$ cat src/rtl/sw_clock_core.sv
// Stopwatch and time-of-day clock driven by a shared 10 ms tick divider.
// Both counters share the carry chain; the clock accepts per-field adjust buttons.
module sw_clock_core #(
    parameter int unsigned TICK_DIV = 1000000
) (
    input  logic       clk,
    input  logic       rst,
    input  logic       sw_mode,
    input  logic       btn_run,
    input  logic       btn_clear,
    input  logic       btn_sec,
    input  logic       btn_min,
    input  logic       btn_hour,
    output logic [6:0] sw_csec,
    output logic [5:0] sw_sec,
    output logic [5:0] sw_min,
    output logic [4:0] sw_hour,
    output logic [6:0] ck_csec,
    output logic [5:0] ck_sec,
    output logic [5:0] ck_min,
    output logic [4:0] ck_hour,
    output logic       sw_running
);
    localparam int unsigned DIV_W = (TICK_DIV > 1) ? $clog2(TICK_DIV) : 1;
    localparam logic [DIV_W-1:0] DIV_LAST = DIV_W'(TICK_DIV - 1);

    typedef enum logic [1:0] {STOP, RUN, CLEAR} sw_state_t;

    typedef struct packed {
        logic [4:0] hour;
        logic [5:0] min;
        logic [5:0] sec;
        logic [6:0] csec;
    } hms_t;

    function automatic hms_t advance(input hms_t t);
        hms_t n;
        n = t;
        if (t.csec == 7'd99) begin
            n.csec = '0;
            if (t.sec == 6'd59) begin
                n.sec = '0;
                if (t.min == 6'd59) begin
                    n.min  = '0;
                    n.hour = (t.hour == 5'd23) ? '0 : t.hour + 5'd1;
                end else begin
                    n.min = t.min + 6'd1;
                end
            end else begin
                n.sec = t.sec + 6'd1;
            end
        end else begin
            n.csec = t.csec + 7'd1;
        end
        return n;
    endfunction

    logic [DIV_W-1:0] div;
    logic             tick;
    logic             armed;
    logic [4:0]       btn_now;
    logic [4:0]       btn_hist;
    logic [4:0]       rise;
    logic             ev_run, ev_clear, ev_sec, ev_min, ev_hour;
    sw_state_t        state;
    hms_t             sw_t;
    hms_t             ck_t;

    assign tick    = (div == DIV_LAST);
    assign btn_now = {btn_hour, btn_min, btn_sec, btn_clear, btn_run};
    // History is cleared by reset, so the first cycle after release only
    // captures levels; a button held through reset cannot fire an event.
    assign rise    = armed ? (btn_now & ~btn_hist) : '0;

    assign ev_run   = rise[0] & ~sw_mode;
    assign ev_clear = rise[1] & ~sw_mode;
    assign ev_sec   = rise[2] &  sw_mode;
    assign ev_min   = rise[3] &  sw_mode;
    assign ev_hour  = rise[4] &  sw_mode;

    always_ff @(posedge clk) begin
        if (!rst) begin
            div        <= '0;
            armed      <= 1'b0;
            btn_hist   <= '0;
            state      <= STOP;
            sw_running <= 1'b0;
            sw_t       <= '0;
            ck_t       <= '0;
        end else begin
            div      <= tick ? '0 : div + 1'b1;
            armed    <= 1'b1;
            btn_hist <= btn_now;

            case (state)
                STOP: begin
                    if (ev_run) begin
                        state      <= RUN;
                        sw_running <= 1'b1;
                    end else if (ev_clear) begin
                        state <= CLEAR;
                    end
                end
                RUN: begin
                    if (ev_run) begin
                        state      <= STOP;
                        sw_running <= 1'b0;
                    end
                end
                default: begin
                    state      <= STOP;
                    sw_running <= 1'b0;
                end
            endcase

            if (state == CLEAR)
                sw_t <= '0;
            else if (state == RUN && tick)
                sw_t <= advance(sw_t);

            // An adjust takes the cycle; a coincident tick is lost for the clock.
            if (ev_hour)
                ck_t.hour <= (ck_t.hour == 5'd23) ? '0 : ck_t.hour + 5'd1;
            else if (ev_min)
                ck_t.min <= (ck_t.min == 6'd59) ? '0 : ck_t.min + 6'd1;
            else if (ev_sec)
                ck_t.sec <= (ck_t.sec == 6'd59) ? '0 : ck_t.sec + 6'd1;
            else if (tick)
                ck_t <= advance(ck_t);
        end
    end

    assign sw_csec = sw_t.csec;
    assign sw_sec  = sw_t.sec;
    assign sw_min  = sw_t.min;
    assign sw_hour = sw_t.hour;
    assign ck_csec = ck_t.csec;
    assign ck_sec  = ck_t.sec;
    assign ck_min  = ck_t.min;
    assign ck_hour = ck_t.hour;
endmodule

$ cat config.mk
export PLATFORM = sky130hd
export DESIGN_NAME = sw_clock_core
export DESIGN_NICKNAME = d
export VERILOG_FILES = /design/src/rtl/sw_clock_core.sv
export SDC_FILE = /design/constraint.sdc
export NUM_CORES = 1
export LEC_CHECK = 0
export ABC_AREA = 1
export BUFFER_PORTS_ARGS = -buffer_cell sky130_fd_sc_hd__buf_4
export CORE_MARGIN = 3
export CORE_UTILIZATION = 30
export DETAILED_ROUTE_END_ITERATION = 8
export GPL_TIMING_DRIVEN = 0
export SYNTH_ARGS = -nofsm -noshare
export SYNTH_HDL_FRONTEND = slang
export SYNTH_SLANG_ARGS = --single-unit
export TNS_END_PERCENT = 20
$ cat constraint.sdc
create_clock -name clk -period 5.2 [get_ports clk]
set_clock_uncertainty 0.2 [all_clocks]
set_input_delay 0.78 -clock clk [delete_from_list [all_inputs] [get_ports clk]]
set_output_delay 0.78 -clock clk [all_outputs]
set_load 0.01 [all_outputs]
# After elaboration in Yosys (flattened, before gate mapping)
# Index checks and enable logic that the tools add are counted.
totals:
  reg_bits: 77
  latch_bits: 0
  ramBits: 0
  mem_bits_ro: 0
  in_bits: 8
  elab_cells: 99
  memories: 0
classes:
  addsub: 9
  mul: 0
  div_mod_pow: 0
  magnitude_cmp: 0
  n_eq_ne: 17
  shift: 0
  n_mux: 26
  bitwise_logic: 12
  n_reduce_logical: 22
op_table:
  columns: ["op", "count"]
  rows:
  - ["6-bit 2-to-1 mux", 6]
  - ["5-bit 2-to-1 mux", 6]
  - ["6-bit by 1-bit adder with 6-bit output, second input constant", 4]
  - ["6-bit == test, second input constant", 4]
  - ["24-bit 2-to-1 mux", 1]
  - ["11-bit 2-to-1 mux", 2]
  - ["20-bit by 1-bit adder with 20-bit output, second input constant", 1]
  - ["20-bit == test, second input constant", 1]
  - ["2-bit nonzero test", 9]
  - ["17-bit 2-to-1 mux", 1]
  - ["7-bit by 1-bit adder with 7-bit output, second input constant", 2]
  - ["7-bit == test, second input constant", 2]
  - ["7-bit 2-to-1 mux", 2]
  - ["4-bit AND reduction", 3]
  - ["5-bit by 1-bit adder with 5-bit output, second input constant", 2]
  - ["5-bit == test, second input constant", 2]
  - ["2-bit 2-to-1 mux", 3]
  - ["2-bit by 1-bit inequality test with 1-bit output, second input constant", 3]
  - ["2-bit AND reduction", 3]
  - ["6-bit AND reduction", 1]
  - ["1-bit AND", 5]
  - ["5-bit AND", 1]
  - ["1-bit inverter", 5]
  - ["5-bit inverter", 1]
  - ["12 further kinds", 16]

# Longest topological paths before layout
logic_depth:
  word_depth: 9
  ltp_mapped: 12

# Worst setup path after synthesis
# OpenSTA, ideal clock, no wires.
synth_timing:
  path_type: "input to register"
  start: "input port sw_mode"
  end: "register ck_t, in the netlist ck_sec[0]"
  setup_time_ns: 0.114
  t_arrival_ns: 1.688
  t_required_ns: 4.886
  path_slack_ns: 3.198
  cell_stages: 5
  n_path_buf: 0
  path_cell_list: "nand4_1 -> a21boi_1 -> nand3_2 -> a21oi_1 -> nor2_1"
synth_via:
  elab_chain_len: 3
synth_lines:
  columns: ["item", "line_no", "text"]
  rows:
  - ["start: declaration", "8", "input logic sw_mode,"]
  - ["1-bit AND, on equally long branches", "77, 78, 79", null]
  - ["2-bit nonzero test (no source line) / 1-bit inverter (equally long branches)", null, null]
  - ["4-bit AND reduction (no source line)", null, null]
  - ["end signal: assignment", "129", "ck_t <= advance(ck_t);"]
  - ["end: declaration", "67", "hms_t ck_t;"]
# Several ways; a longest one is shown, not always the timed one.
# A chain may end at the register's enable or synchronous reset.

# Final worst setup path
layout_timing:
  start: "register div[0]"
  end: "register ck_t, in the netlist ck_hour[1]"
layout_via:
  elab_chain_len: 3
layout_lines:
  columns: ["item", "line_no", "text"]
  rows:
  - ["start: declaration", "58", "logic [DIV_W-1:0] div;"]
  - ["start signal: assignment", "91", "div <= tick ? '0 : div + 1'b1;"]
  - ["20-bit == test", "69", "assign tick = (div == DIV_LAST);"]
  - ["2-bit nonzero test (no source line)", null, null]
  - ["6-bit AND reduction (no source line)", null, null]
# No other way between the ends.

==> flow_metrics.tcl <==
set metrics [dict create \
    avgRoutedWirePerCell_um 11.6 \
    critPathRequiredTime_ns 5.23 \
    dieArea_mm2 0.0154 \
    syn-instance-count 633 \
    grt_pass1_vias 3756 \
    synth_top_area_share_pct 36.8 \
    gp_congestion 0.834 \
    cts_hold_buf 0 \
    drc 0 \
    synth_seq_cells 77 \
    synth_flop_cell "dfxtp_1" \
    post-synth-top-area-cell "dfxtp_1" \
    fin_ws_ns 3.02 \
    critPathKind "flip-flop to flip-flop" \
    cp_max_fo 6 \
    max-slew-margin-rel_pct 64.6 \
    max-cap-violations 0 \
    cpPeakStageDelay_ns 0.35 \
    synth_cell_type_count 37 \
    die_h_um 124 \
    post_cts_buffers 0 \
    hold_path.class "flip-flop to flip-flop" \
    period_share_pct 42.0 \
    yosysMostFrequentCell "nand2_1" \
    cts_tree "yes" \
    drive_above_1_share_pct 15.0 \
    clkTransAtPathRegs_ns 0.06 \
    areaGrowthSynthToFinish_pct 22.8 \
    crit_chain "ha_1, nand3_2, nor3_4, inv_2, nor2_2, nand2_1, nand2_2, inv_2, nor2_1, nor2_1" \
    cts_buffers 9 \
    status "finished, final reports clean" \
    layout_min_cycle_time_ns 2.18 \
    post_drt_via_cell_ratio 4.67 \
    pin_count 57 \
    antenna_found_initial 0 \
    clock_sinks 77 \
    synth-edff-count 0 \
    multi_input_area_mm2 0.00229 \
    n_fill_cell 1469 \
    max_freq_mhz 458 \
    cp_slowest_cell "dfxtp_1" \
    fp-row-count 42 \
    vias 4110 \
    yosys_warnings 0 \
    wl_mm 10.2 \
    seqCellArea_mm2 0.00154 \
    hpwl_mm 7.61 \
    syn_avg_cell_area_um2 6.62 \
    clockBufferDepth 2 \
    syn_nets 650 \
    dr.pass1.iters 6 \
    grt_pass1_wl_mm 17.1 \
    finalNetCount 717 \
    yosysSeqAreaShare_pct 36.8 \
    leakagePower_nw 2.12 \
    worst_pin_slew_ns 0.525 \
    post_cts_resized 0 \
    arrival_ns 2.21 \
    start_util_pct 31.1 \
    h-tree-depth 3 \
    cp_top_family "simple AND/OR/NAND/NOR gates" \
    synthesis.area_mm2 0.00419 \
    startpoint_type "flip-flop" \
    maxSlewViolCount 0 \
    endpoint_kind "flip-flop" \
    overflow 0 \
    die_x_um 124 \
    clk_latency_ns 0.33 \
    setup_viol 0 \
    coreArea_mm2 0.0135 \
    netlist_top_cells_count "nand2_1, nor2_1, dfxtp_1, inv_1, nand3_1" \
    async_reset_ff_share_pct 0 \
    io_buffers 56 \
    final_util_pct 38.2 \
    power_density_mw_per_mm2 252 \
    netlist_top_cells_area "dfxtp_1, nand2_1, nor2_1" \
    critPathBufInv 2 \
    ant_nets 0 \
    dp_slack_ns 2.80 \
    finalHoldViolations 0 \
    grt_max_degree 13 \
    rsz0062_at_grt "false" \
    diodes 0 \
    cts.root.buffer_cell "clkbuf_16" \
    grt.total_usage_pct 13.6 \
    setup_tns_ns 0 \
    vdd_drop_max_mv 0.140 \
    drtIter0Drc 186 \
]
-- final timing paths --
check                     to  cells past startpoint   start  slack (ns)
setup reg to reg  ck_hour[1]                     10  div[0]        3.02
hold reg to reg       div[0]                      1  div[0]        0.25
setup / recovery  ck_hour[1]                     10  div[0]        3.02
hold / removal        div[0]                      1  div[0]        0.25
-- registers in the layout, summed over array words and instances (netlist names), 5 cells and up --
register / count
sw_min: 6
ck_sec: 6
sw_hour: 5
ck_min: 6
btn_hist: 5
sw_csec: 7
ck_csec: 7
sw_sec: 6
div: 20
ck_hour: 5
-- worst reg2reg max path: cells and delay by family (launching register included) --
family | cells | cell delay (ns)
AND/OR/NAND/NOR | 7 | 1.21
adder cells (fa/ha/maj) | 1 | 0.21
flip-flops | 1 | 0.35
buffers and inverters | 2 | 0.12
-- power breakdown --
group,total [mW],internal (mW),switching (mW)
logic,0.0442,0.0153,0.0289
clock network,0.653,0.410,0.243
registers,0.600,0.596,0.00396
total,1.30,1.02,0.276
-- layer usage --
| metal | wire (um) | up-vias | track usage [%] |
|---|---|---|---|
| li1 | - | 2185 | - |
| met1 | 5020 | 1851 | 17.7 |
| met2 | 4630 | 69 | 21.9 |
| met3 | 473 | 5 | 4.18 |
| met4 | 57 | 0 | 3.63 |
| met5 | 0 | - | 0 |
-- logic make-up (layout without fill, tap and decap cells) --
family | Yosys count | in the layout | share of synthesized area, %
simple gates | 361 | 361 | 38.8
buf+inv | 91 | 163 | 8.49
compound gates | 79 | 79 | 9.83
flops | 77 | 77 | 36.8
xor+xnor | 16 | 16 | 3.35
fa+ha+maj | 9 | 9 | 2.69
-- area by class of cell --
class | count | area share (%)
buffer | 8 | 0.852
clock buffer | 13 | 5.26
clock inverter | 3 | 0.827
inverter | 83 | 6.06
multi-input combinational | 465 | 44.6
sequential | 77 | 30.0
tap | 176 | 4.28
timing repair buffer | 56 | 8.18
-- cell usage in the layout (no fill, tap or decap), types with 2 or more instances in the layout --
cell type  count
a21oi_1       49
buf_2          2
buf_4         57
clkbuf_1       5
clkbuf_16      9
clkbuf_8       3
clkinv_1       2
dfxtp_1       77
ha_1           9
inv_1         72
inv_2          9
nand2_1      137
nand2_2        5
nand3_1       53
nand3_2        2
nand3b_1       4
nand4_1       26
nor2_1       107
nor2_2         5
nor3_1         9
nor3_4         2
nor4_1         2
o21ai_0       20
o21ai_1        4
o21bai_1       2
or2_2          3
xnor2_1        5
xor2_1        11
-- metrics by stage --
stage / hold WS [ns] / std cells / instance area, um2 / total power [mW]
floorplan: 0.218 / 633 / 4190 / 0.641
global placement: 0.230 / 865 / 4830 / 0.658
detailed placement: 0.240 / 865 / 4830 / 0.658
CTS: 0.260 / 881 / 5140 / 1.32
global route: 0.283 / 881 / 5140 / 1.35
finish: 0.251 / 881 / 5140 / 1.30
Note: power is estimated with default switching activity, not from simulation.
